$ cat src/rtl/spi_pkg.sv
// Shared types and constants for the serial-to-memory-bus bridge.
// Frame layout is LSB first: wr, then 8 address bits, then 8 data bits on writes.
package spi_pkg;

    localparam int WR_FRAME_BITS  = 17;
    localparam int RD_FRAME_BITS  = 9;
    localparam int BYTE_BITS      = RD_FRAME_BITS - 1;
    localparam int DEF_ADDR_LIMIT = 32;
    localparam int DEF_TIMEOUT    = 15;

    typedef enum logic [2:0] {
        ST_IDLE,
        ST_CMD,
        ST_ADDR,
        ST_DATA,
        ST_BUS,
        ST_RESP,
        ST_SEND,
        ST_DONE
    } bridge_state_e;

    typedef enum logic [1:0] {
        SH_HOLD,
        SH_LOAD,
        SH_SHIFT_IN,
        SH_SHIFT_OUT
    } sh_mode_e;

    function automatic logic addr_in_range(input logic [7:0] addr, input int limit);
        return ({24'd0, addr} < limit);
    endfunction

endpackage

$ cat src/rtl/spi_mem_bridge_if.sv
// Local req/ack memory bus between the bridge (master) and the memory (slave).
interface spi_mem_bridge_if #(
    parameter int ADDR_W = 8
) ();

    logic              bus_req;
    logic              bus_we;
    logic [ADDR_W-1:0] bus_addr;
    logic [7:0]        bus_wdata;
    logic              bus_ack;
    logic [7:0]        bus_rdata;

    modport master (
        output bus_req, bus_we, bus_addr, bus_wdata,
        input  bus_ack, bus_rdata
    );

    modport slave (
        input  bus_req, bus_we, bus_addr, bus_wdata,
        output bus_ack, bus_rdata
    );

endinterface

$ cat src/rtl/spi_bit_shifter.sv
// LSB-first shift register with a shift counter; serves both the receive
// deserialiser (shift-in from the top) and the sdo serialiser (shift-out of bit 0).
module spi_bit_shifter
    import spi_pkg::*;
#(
    parameter int W = BYTE_BITS
) (
    input  logic         clk,
    input  logic         rst,
    input  sh_mode_e     mode_i,
    input  logic [W-1:0] din_i,
    input  logic         sdi_i,
    output logic [W-1:0] data_nxt_o,
    output logic         lsb_o,
    output logic         last_o
);

    localparam int CW = $clog2(W + 1);

    logic [W-1:0]  data_q, data_d;
    logic [W-1:0]  shift_in_val, shift_out_val;
    logic [CW-1:0] cnt_q, cnt_d;

    genvar gi;
    generate
        for (gi = 0; gi < W - 1; gi++) begin : g_shift
            assign shift_in_val[gi]  = data_q[gi+1];
            assign shift_out_val[gi] = data_q[gi+1];
        end
    endgenerate
    assign shift_in_val[W-1]  = sdi_i;
    assign shift_out_val[W-1] = 1'b0;

    // Exposing the post-shift value lets the caller act on the final bit in the same edge.
    assign data_nxt_o = shift_in_val;
    assign lsb_o      = data_q[0];
    assign last_o     = (cnt_q == CW'(W - 1));

    always_comb begin
        data_d = data_q;
        cnt_d  = cnt_q;
        unique case (mode_i)
            SH_LOAD: begin
                data_d = din_i;
                cnt_d  = '0;
            end
            SH_SHIFT_IN: begin
                data_d = shift_in_val;
                cnt_d  = cnt_q + 1'b1;
            end
            SH_SHIFT_OUT: begin
                data_d = shift_out_val;
                cnt_d  = cnt_q + 1'b1;
            end
            default: ;
        endcase
    end

    always_ff @(posedge clk) begin
        if (!rst) begin
            data_q <= '0;
            cnt_q  <= '0;
        end else begin
            data_q <= data_d;
            cnt_q  <= cnt_d;
        end
    end

endmodule

$ cat src/rtl/spi_mem_bridge.sv
// Serial-frame responder that turns each frame into one req/ack bus transaction,
// with address range checking, a bus timeout and serialised read data on sdo.
module spi_mem_bridge
    import spi_pkg::*;
#(
    parameter int ADDR_LIMIT = DEF_ADDR_LIMIT,
    parameter int ADDR_W     = 8,
    parameter int TIMEOUT    = DEF_TIMEOUT
) (
    input  logic clk,
    input  logic rst,
    input  logic cs,
    input  logic sdi,
    output logic sdo,
    output logic ready,
    output logic op_done,
    output logic err,
    spi_mem_bridge_if.master bus
);

    localparam int TO_W = $clog2(TIMEOUT + 1);
    localparam logic [TO_W-1:0] TO_LAST = TO_W'(TIMEOUT - 1);

    bridge_state_e     state_q, state_d;
    logic              wr_q, wr_d;
    logic [7:0]        addr_q, addr_d;
    logic              err_q, err_d;
    logic [7:0]        rdata_q, rdata_d;
    logic [TO_W-1:0]   to_q, to_d;
    logic              bus_we_q, bus_we_d;
    logic [ADDR_W-1:0] bus_addr_q, bus_addr_d;
    logic [7:0]        bus_wdata_q, bus_wdata_d;

    sh_mode_e          sh_mode;
    logic [7:0]        sh_din;
    logic [7:0]        sh_nxt;
    logic              sh_lsb;
    logic              sh_last;

    logic [7:0]        addr_src;
    logic [ADDR_W-1:0] addr_fit;

    spi_bit_shifter #(.W(BYTE_BITS)) u_shifter (
        .clk        (clk),
        .rst        (rst),
        .mode_i     (sh_mode),
        .din_i      (sh_din),
        .sdi_i      (sdi),
        .data_nxt_o (sh_nxt),
        .lsb_o      (sh_lsb),
        .last_o     (sh_last)
    );

    // Reads issue straight off the last address bit; writes use the captured address.
    assign addr_src = wr_q ? addr_q : sh_nxt;
    generate
        if (ADDR_W <= 8) begin : g_addr_trunc
            assign addr_fit = addr_src[ADDR_W-1:0];
        end else begin : g_addr_ext
            assign addr_fit = {{(ADDR_W-8){1'b0}}, addr_src};
        end
    endgenerate

    always_comb begin
        state_d     = state_q;
        wr_d        = wr_q;
        addr_d      = addr_q;
        err_d       = err_q;
        rdata_d     = rdata_q;
        to_d        = to_q;
        bus_we_d    = bus_we_q;
        bus_addr_d  = bus_addr_q;
        bus_wdata_d = bus_wdata_q;
        sh_mode     = SH_HOLD;
        sh_din      = '0;

        unique case (state_q)
            ST_IDLE: begin
                sh_mode = SH_LOAD;
                err_d   = 1'b0;
                to_d    = '0;
                if (!cs) state_d = ST_CMD;
            end
            ST_CMD: begin
                sh_mode = SH_LOAD;
                if (cs) begin
                    state_d = ST_IDLE;
                end else begin
                    wr_d    = sdi;
                    state_d = ST_ADDR;
                end
            end
            ST_ADDR: begin
                if (cs) begin
                    state_d = ST_IDLE;
                end else if (sh_last) begin
                    sh_mode = SH_LOAD;
                    addr_d  = sh_nxt;
                    if (wr_q) begin
                        state_d = ST_DATA;
                    end else if (addr_in_range(sh_nxt, ADDR_LIMIT)) begin
                        bus_we_d   = 1'b0;
                        bus_addr_d = addr_fit;
                        state_d    = ST_BUS;
                    end else begin
                        err_d   = 1'b1;
                        rdata_d = 8'h00;
                        state_d = ST_RESP;
                    end
                end else begin
                    sh_mode = SH_SHIFT_IN;
                end
            end
            ST_DATA: begin
                if (cs) begin
                    state_d = ST_IDLE;
                end else begin
                    sh_mode = SH_SHIFT_IN;
                    if (sh_last) begin
                        if (addr_in_range(addr_q, ADDR_LIMIT)) begin
                            bus_we_d    = 1'b1;
                            bus_addr_d  = addr_fit;
                            bus_wdata_d = sh_nxt;
                            state_d     = ST_BUS;
                        end else begin
                            err_d   = 1'b1;
                            state_d = ST_DONE;
                        end
                    end
                end
            end
            ST_BUS: begin
                // An ack in the final allowed cycle still wins over the timeout.
                if (bus.bus_ack) begin
                    if (!wr_q) rdata_d = bus.bus_rdata;
                    state_d = wr_q ? ST_DONE : ST_RESP;
                end else if (to_q == TO_LAST) begin
                    err_d = 1'b1;
                    if (!wr_q) rdata_d = 8'hFF;
                    state_d = wr_q ? ST_DONE : ST_RESP;
                end else begin
                    to_d = to_q + 1'b1;
                end
            end
            ST_RESP: begin
                sh_mode = SH_LOAD;
                sh_din  = rdata_q;
                state_d = ST_SEND;
            end
            ST_SEND: begin
                sh_mode = SH_SHIFT_OUT;
                if (sh_last) state_d = ST_DONE;
            end
            ST_DONE: begin
                state_d = ST_IDLE;
            end
            default: state_d = ST_IDLE;
        endcase
    end

    always_ff @(posedge clk) begin
        if (!rst) begin
            state_q     <= ST_IDLE;
            wr_q        <= 1'b0;
            addr_q      <= '0;
            err_q       <= 1'b0;
            rdata_q     <= '0;
            to_q        <= '0;
            bus_we_q    <= 1'b0;
            bus_addr_q  <= '0;
            bus_wdata_q <= '0;
        end else begin
            state_q     <= state_d;
            wr_q        <= wr_d;
            addr_q      <= addr_d;
            err_q       <= err_d;
            rdata_q     <= rdata_d;
            to_q        <= to_d;
            bus_we_q    <= bus_we_d;
            bus_addr_q  <= bus_addr_d;
            bus_wdata_q <= bus_wdata_d;
        end
    end

    assign bus.bus_req   = (state_q == ST_BUS);
    assign bus.bus_we    = bus_we_q;
    assign bus.bus_addr  = bus_addr_q;
    assign bus.bus_wdata = bus_wdata_q;

    assign ready   = (state_q == ST_RESP);
    assign op_done = (state_q == ST_DONE);
    assign err     = (state_q == ST_DONE) && err_q;
    assign sdo     = (state_q == ST_SEND) && sh_lsb;

endmodule

$ cat src/flat_wrapper.sv
// flat-port wrapper written by rule: the top's interface ports become plain ports
module spi_mem_bridge_flat import spi_pkg::*;
#(
    parameter int ADDR_LIMIT = DEF_ADDR_LIMIT,
    parameter int ADDR_W     = 8,
    parameter int TIMEOUT    = DEF_TIMEOUT
)
  (clk, rst, cs, sdi, sdo, ready, op_done, err, bus_bus_req, bus_bus_we, bus_bus_addr, bus_bus_wdata, bus_bus_ack, bus_bus_rdata);
  spi_mem_bridge_if #(.ADDR_W(ADDR_W)) bus_i ();
  input  logic clk;
  input  logic rst;
  input  logic cs;
  input  logic sdi;
  output logic sdo;
  output logic ready;
  output logic op_done;
  output logic err;
  output wire logic [$bits(bus_i.bus_req)-1:0] bus_bus_req;
  output wire logic [$bits(bus_i.bus_we)-1:0] bus_bus_we;
  output wire logic [$bits(bus_i.bus_addr)-1:0] bus_bus_addr;
  output wire logic [$bits(bus_i.bus_wdata)-1:0] bus_bus_wdata;
  input wire logic [$bits(bus_i.bus_ack)-1:0] bus_bus_ack;
  input wire logic [$bits(bus_i.bus_rdata)-1:0] bus_bus_rdata;
  assign bus_bus_req = bus_i.bus_req;
  assign bus_bus_we = bus_i.bus_we;
  assign bus_bus_addr = bus_i.bus_addr;
  assign bus_bus_wdata = bus_i.bus_wdata;
  assign bus_i.bus_ack = bus_bus_ack;
  assign bus_i.bus_rdata = bus_bus_rdata;
  spi_mem_bridge #(.ADDR_LIMIT(ADDR_LIMIT), .ADDR_W(ADDR_W), .TIMEOUT(TIMEOUT)) u_core (.clk(clk), .rst(rst), .cs(cs), .sdi(sdi), .sdo(sdo), .ready(ready), .op_done(op_done), .err(err), .bus(bus_i));
endmodule
$ cat config.mk
export PLATFORM = sky130hd
export DESIGN_NAME = spi_mem_bridge_flat
export DESIGN_NICKNAME = d
export VERILOG_FILES = /design/src/rtl/spi_pkg.sv /design/src/rtl/spi_mem_bridge_if.sv /design/src/rtl/spi_bit_shifter.sv /design/src/rtl/spi_mem_bridge.sv /design/src/flat_wrapper.sv
export SDC_FILE = /design/constraint.sdc
export NUM_CORES = 1
export LEC_CHECK = 0
export CAP_MARGIN = 30
export CORE_AREA = 2 2 92 94
export CTS_BUF_LIST = sky130_fd_sc_hd__clkbuf_16
export DETAILED_ROUTE_END_ITERATION = 7
export DIE_AREA = 0 0 94 96
export HOLD_SLACK_MARGIN = 0.06
export PLACE_DENSITY_LB_ADDON = 0.15
export SLEW_MARGIN = 20
export SYNTH_ARGS = -nofsm -noshare
export SYNTH_HDL_FRONTEND = slang
export SYNTH_HIERARCHICAL = 1
export SYNTH_SLANG_ARGS = --single-unit
$ cat constraint.sdc
create_clock -name clk -period 4 [get_ports clk]
set_clock_uncertainty 0.05 [all_clocks]
set_input_delay 0.4 -clock clk [delete_from_list [all_inputs] [get_ports clk]]
set_output_delay 0.4 -clock clk [all_outputs]
set_load 0.02 [all_outputs]
==> metrics.yaml <==
clkLatencyLatePin_ps: 300
diodes: 0
wl_per_cell_um: 13.7
p_per_area_nw_per_um2: 319
synth_cells: 315
holdWs_ps: 407
fin_crit_ps: 2830
grt_max_degree: 55
layout_commonest_cell: "dfxtp_1"
drcViolationCount: 0
io_buffers: 34
r2r_slack_ps: 1560
finalSetupViolations: 0
finalNonFillerCells: 442
cts_hold_buf: 0
place_inst: 434
slew_violations: 0
globalRouteTotalUtil_pct: 14.6
tns_ps: 0
ctsLongestPathBuffers: 2
final_area_um2: 3320
first_iter_violations: 90
ys_ff_latch: 54
netlist_area_um2: 2840
antenna_found_initial: 0
syn2layout_area_growth_pct: 17.0
die_x_um: 94
layout_common_cells: "dfxtp_1, mux2i_1, nand2_1, clkdlybuf4s50_1, nor2_1"
fin_nets: 352
fillCellCount: 813
ys_warn_count: 6
cts_resized: 0
reg2reg_from: "u_core/u_shifter/cnt_q[0]"
start_kind: "flop"
wirelength_mm: 6.04
worst_pin_slew_ps: 758
path_depth: 2
overflow: 0
first_pass_iters: 4
status: "finished, final reports clean"
hold_violations: 0
grt_pass1_wl_mm: 10.4
vias: 2142
power.leakage_nw: 1.41
synth_ff_type: "dfxtp_1"
path_cells: "nor3b_4 -> clkdlybuf4s50_1"
r2r_cells: 8
finalCritPeriodShare_pct: 70.7
die_area_um2: 9020
root_buffer: "clkbuf_16"
cts.sinks: 54
fp.dieH_um: 96
cpPeakStageDelay_ps: 740
place_area_um2: 3170
synth_cell_types: 48
cp_max_fo: 21
worst_setup_path_end_kind: "output port"
synthArstFlopShare_pct: 0
core_um2: 8050
synth_edf_count: 0
critPathBufInv: 1
first_global_vias: 2057
required_ps: 3550
startpoint: "u_core/state_q[2]"
cts_max_level: 2
vdd_drop_max_v: 0.000190
slew_headroom_pct: 49.4
cts_made_buffers: 5
min_from: "u_core/rdata_q[3]"
gp_congestion: 0.745
synth_seq_area_share_pct: 38.1
r2r-end: "u_core/u_shifter/data_q[5]"
maxCapViolCount: 0
crit_arrival_ps: 2380
vias_per_cell: 4.85
fmax_mhz: 354
syn_nets: 331
rows: 33
post_cts_buffers: 0
rsz0062_at_grt: "false"
cts.clk_slew.worst_paths_ps: 80
hold_class: "flop to flop"
cpLargestDelayFamily: "flip-flops"
critPathCapture: "bus_bus_req"
drive_above_1_share_pct: 8.90
dp_hpwl_mm: 4.19
postRouteAntennaNets: 0
cts_tree: "built"
final_util_pct: 41.3
start_util_pct: 35.3
path_class: "flop to output port"
synth_area_per_cell_um2: 9.02
pin_count: 35
cpMaxStageDelayCell: "dfxtp_1"
## stage by stage
| step | setup WS, ps | power, mW |
|---|---|---|
| after floorplan | 2120 | 0.613 |
| after global placement | 1350 | 0.630 |
| after detailed placement | 1300 | 0.630 |
| after CTS | 1160 | 1.08 |
| after global routing | 1000 | 1.11 |
| final | 1170 | 1.06 |
## layout make-up
type	instances	area, µm²	area share, %
Tap cell	105	131	3.95
Timing Repair Buffer	38	365	11.0
Clock inverter	3	26.3	0.790
Inverter	4	15.0	0.452
Sequential cell	54	1080	32.5
Clock buffer	5	125	3.76
Multi-Input combinational cell	233	1580	47.5
## worst register-to-register path: cells and delay by family, from the launching register on
| kind | cells | cell delay (ps) |
|---|---|---|
| buffers and inverters | 1 | 240 |
| adders and majority gates | 1 | 220 |
| muxes | 1 | 210 |
| and+or+nand+nor | 3 | 930 |
| DFF | 1 | 390 |
| AOI/OAI and AO/OA | 2 | 300 |
## cell usage after synthesis, drive strengths merged, types with 5 or more instances
library cell  count  area, µm²
and2             19        119
buf              16        134
clkbuf            8       30.0
dfxtp            54       1080
mux2              8       90.1
mux2i            42        420
nand2            38        145
nand2b           12       75.1
nand3            12       60.1
nand4             5       31.3
nor2             25       93.8
nor2b             8       50.1
nor3b             6       66.3
o21ai            15       75.1
## flip-flops by register name, summed over array words and instances (netlist names)
register,count
u_core/rdata_q,8
u_core/err_q,1
u_core/bus.bus_we,1
u_core/bus.bus_addr,8
u_core/state_q,3
u_core/wr_q,1
u_core/to_q,4
u_core/u_shifter/cnt_q,4
u_core/bus.bus_wdata,8
u_core/addr_q,8
u_core/u_shifter/data_q,8
## logic make-up after synthesis
| family | share of synthesized area (%) |
|---|---|
| AOI/OAI and AO/OA | 8.72 |
| adders and majority gates | 1.67 |
| buffers and inverters | 6.30 |
| DFF | 38.1 |
| muxes | 18.0 |
| and+or+nand+nor | 27.3 |
## power by group
group / internal (mW) / total, mW / switching (mW)
clock: 0.236 / 0.443 / 0.207
combinational: 0.0297 / 0.0682 / 0.0385
sequential: 0.540 / 0.548 / 0.00823
total: 0.805 / 1.06 / 0.254
## how the worst min path moves through the flow
stage | endpoint | slack, ps | cells past startpoint
floorplan | u_core/rdata_q[0] | 380 | 2
global placement | u_core/rdata_q[3] | 400 | 2
detailed placement | u_core/bus.bus_addr[5] | 400 | 2
CTS | u_core/rdata_q[6] | 410 | 2
global route | u_core/rdata_q[3] | 430 | 2
finish | u_core/rdata_q[3] | 410 | 2
## per-layer routing
layer | GRT usage [%] | vias to the layer above | routed length, µm
met2 | 21.5 | 41 | 2600
met4 | 3.62 | 0 | 53
li1 | - | 1123 | -
met5 | 0 | - | 0
met1 | 21.8 | 973 | 3190
met3 | 2.74 | 5 | 201
(Power assumes the default switching activity.)
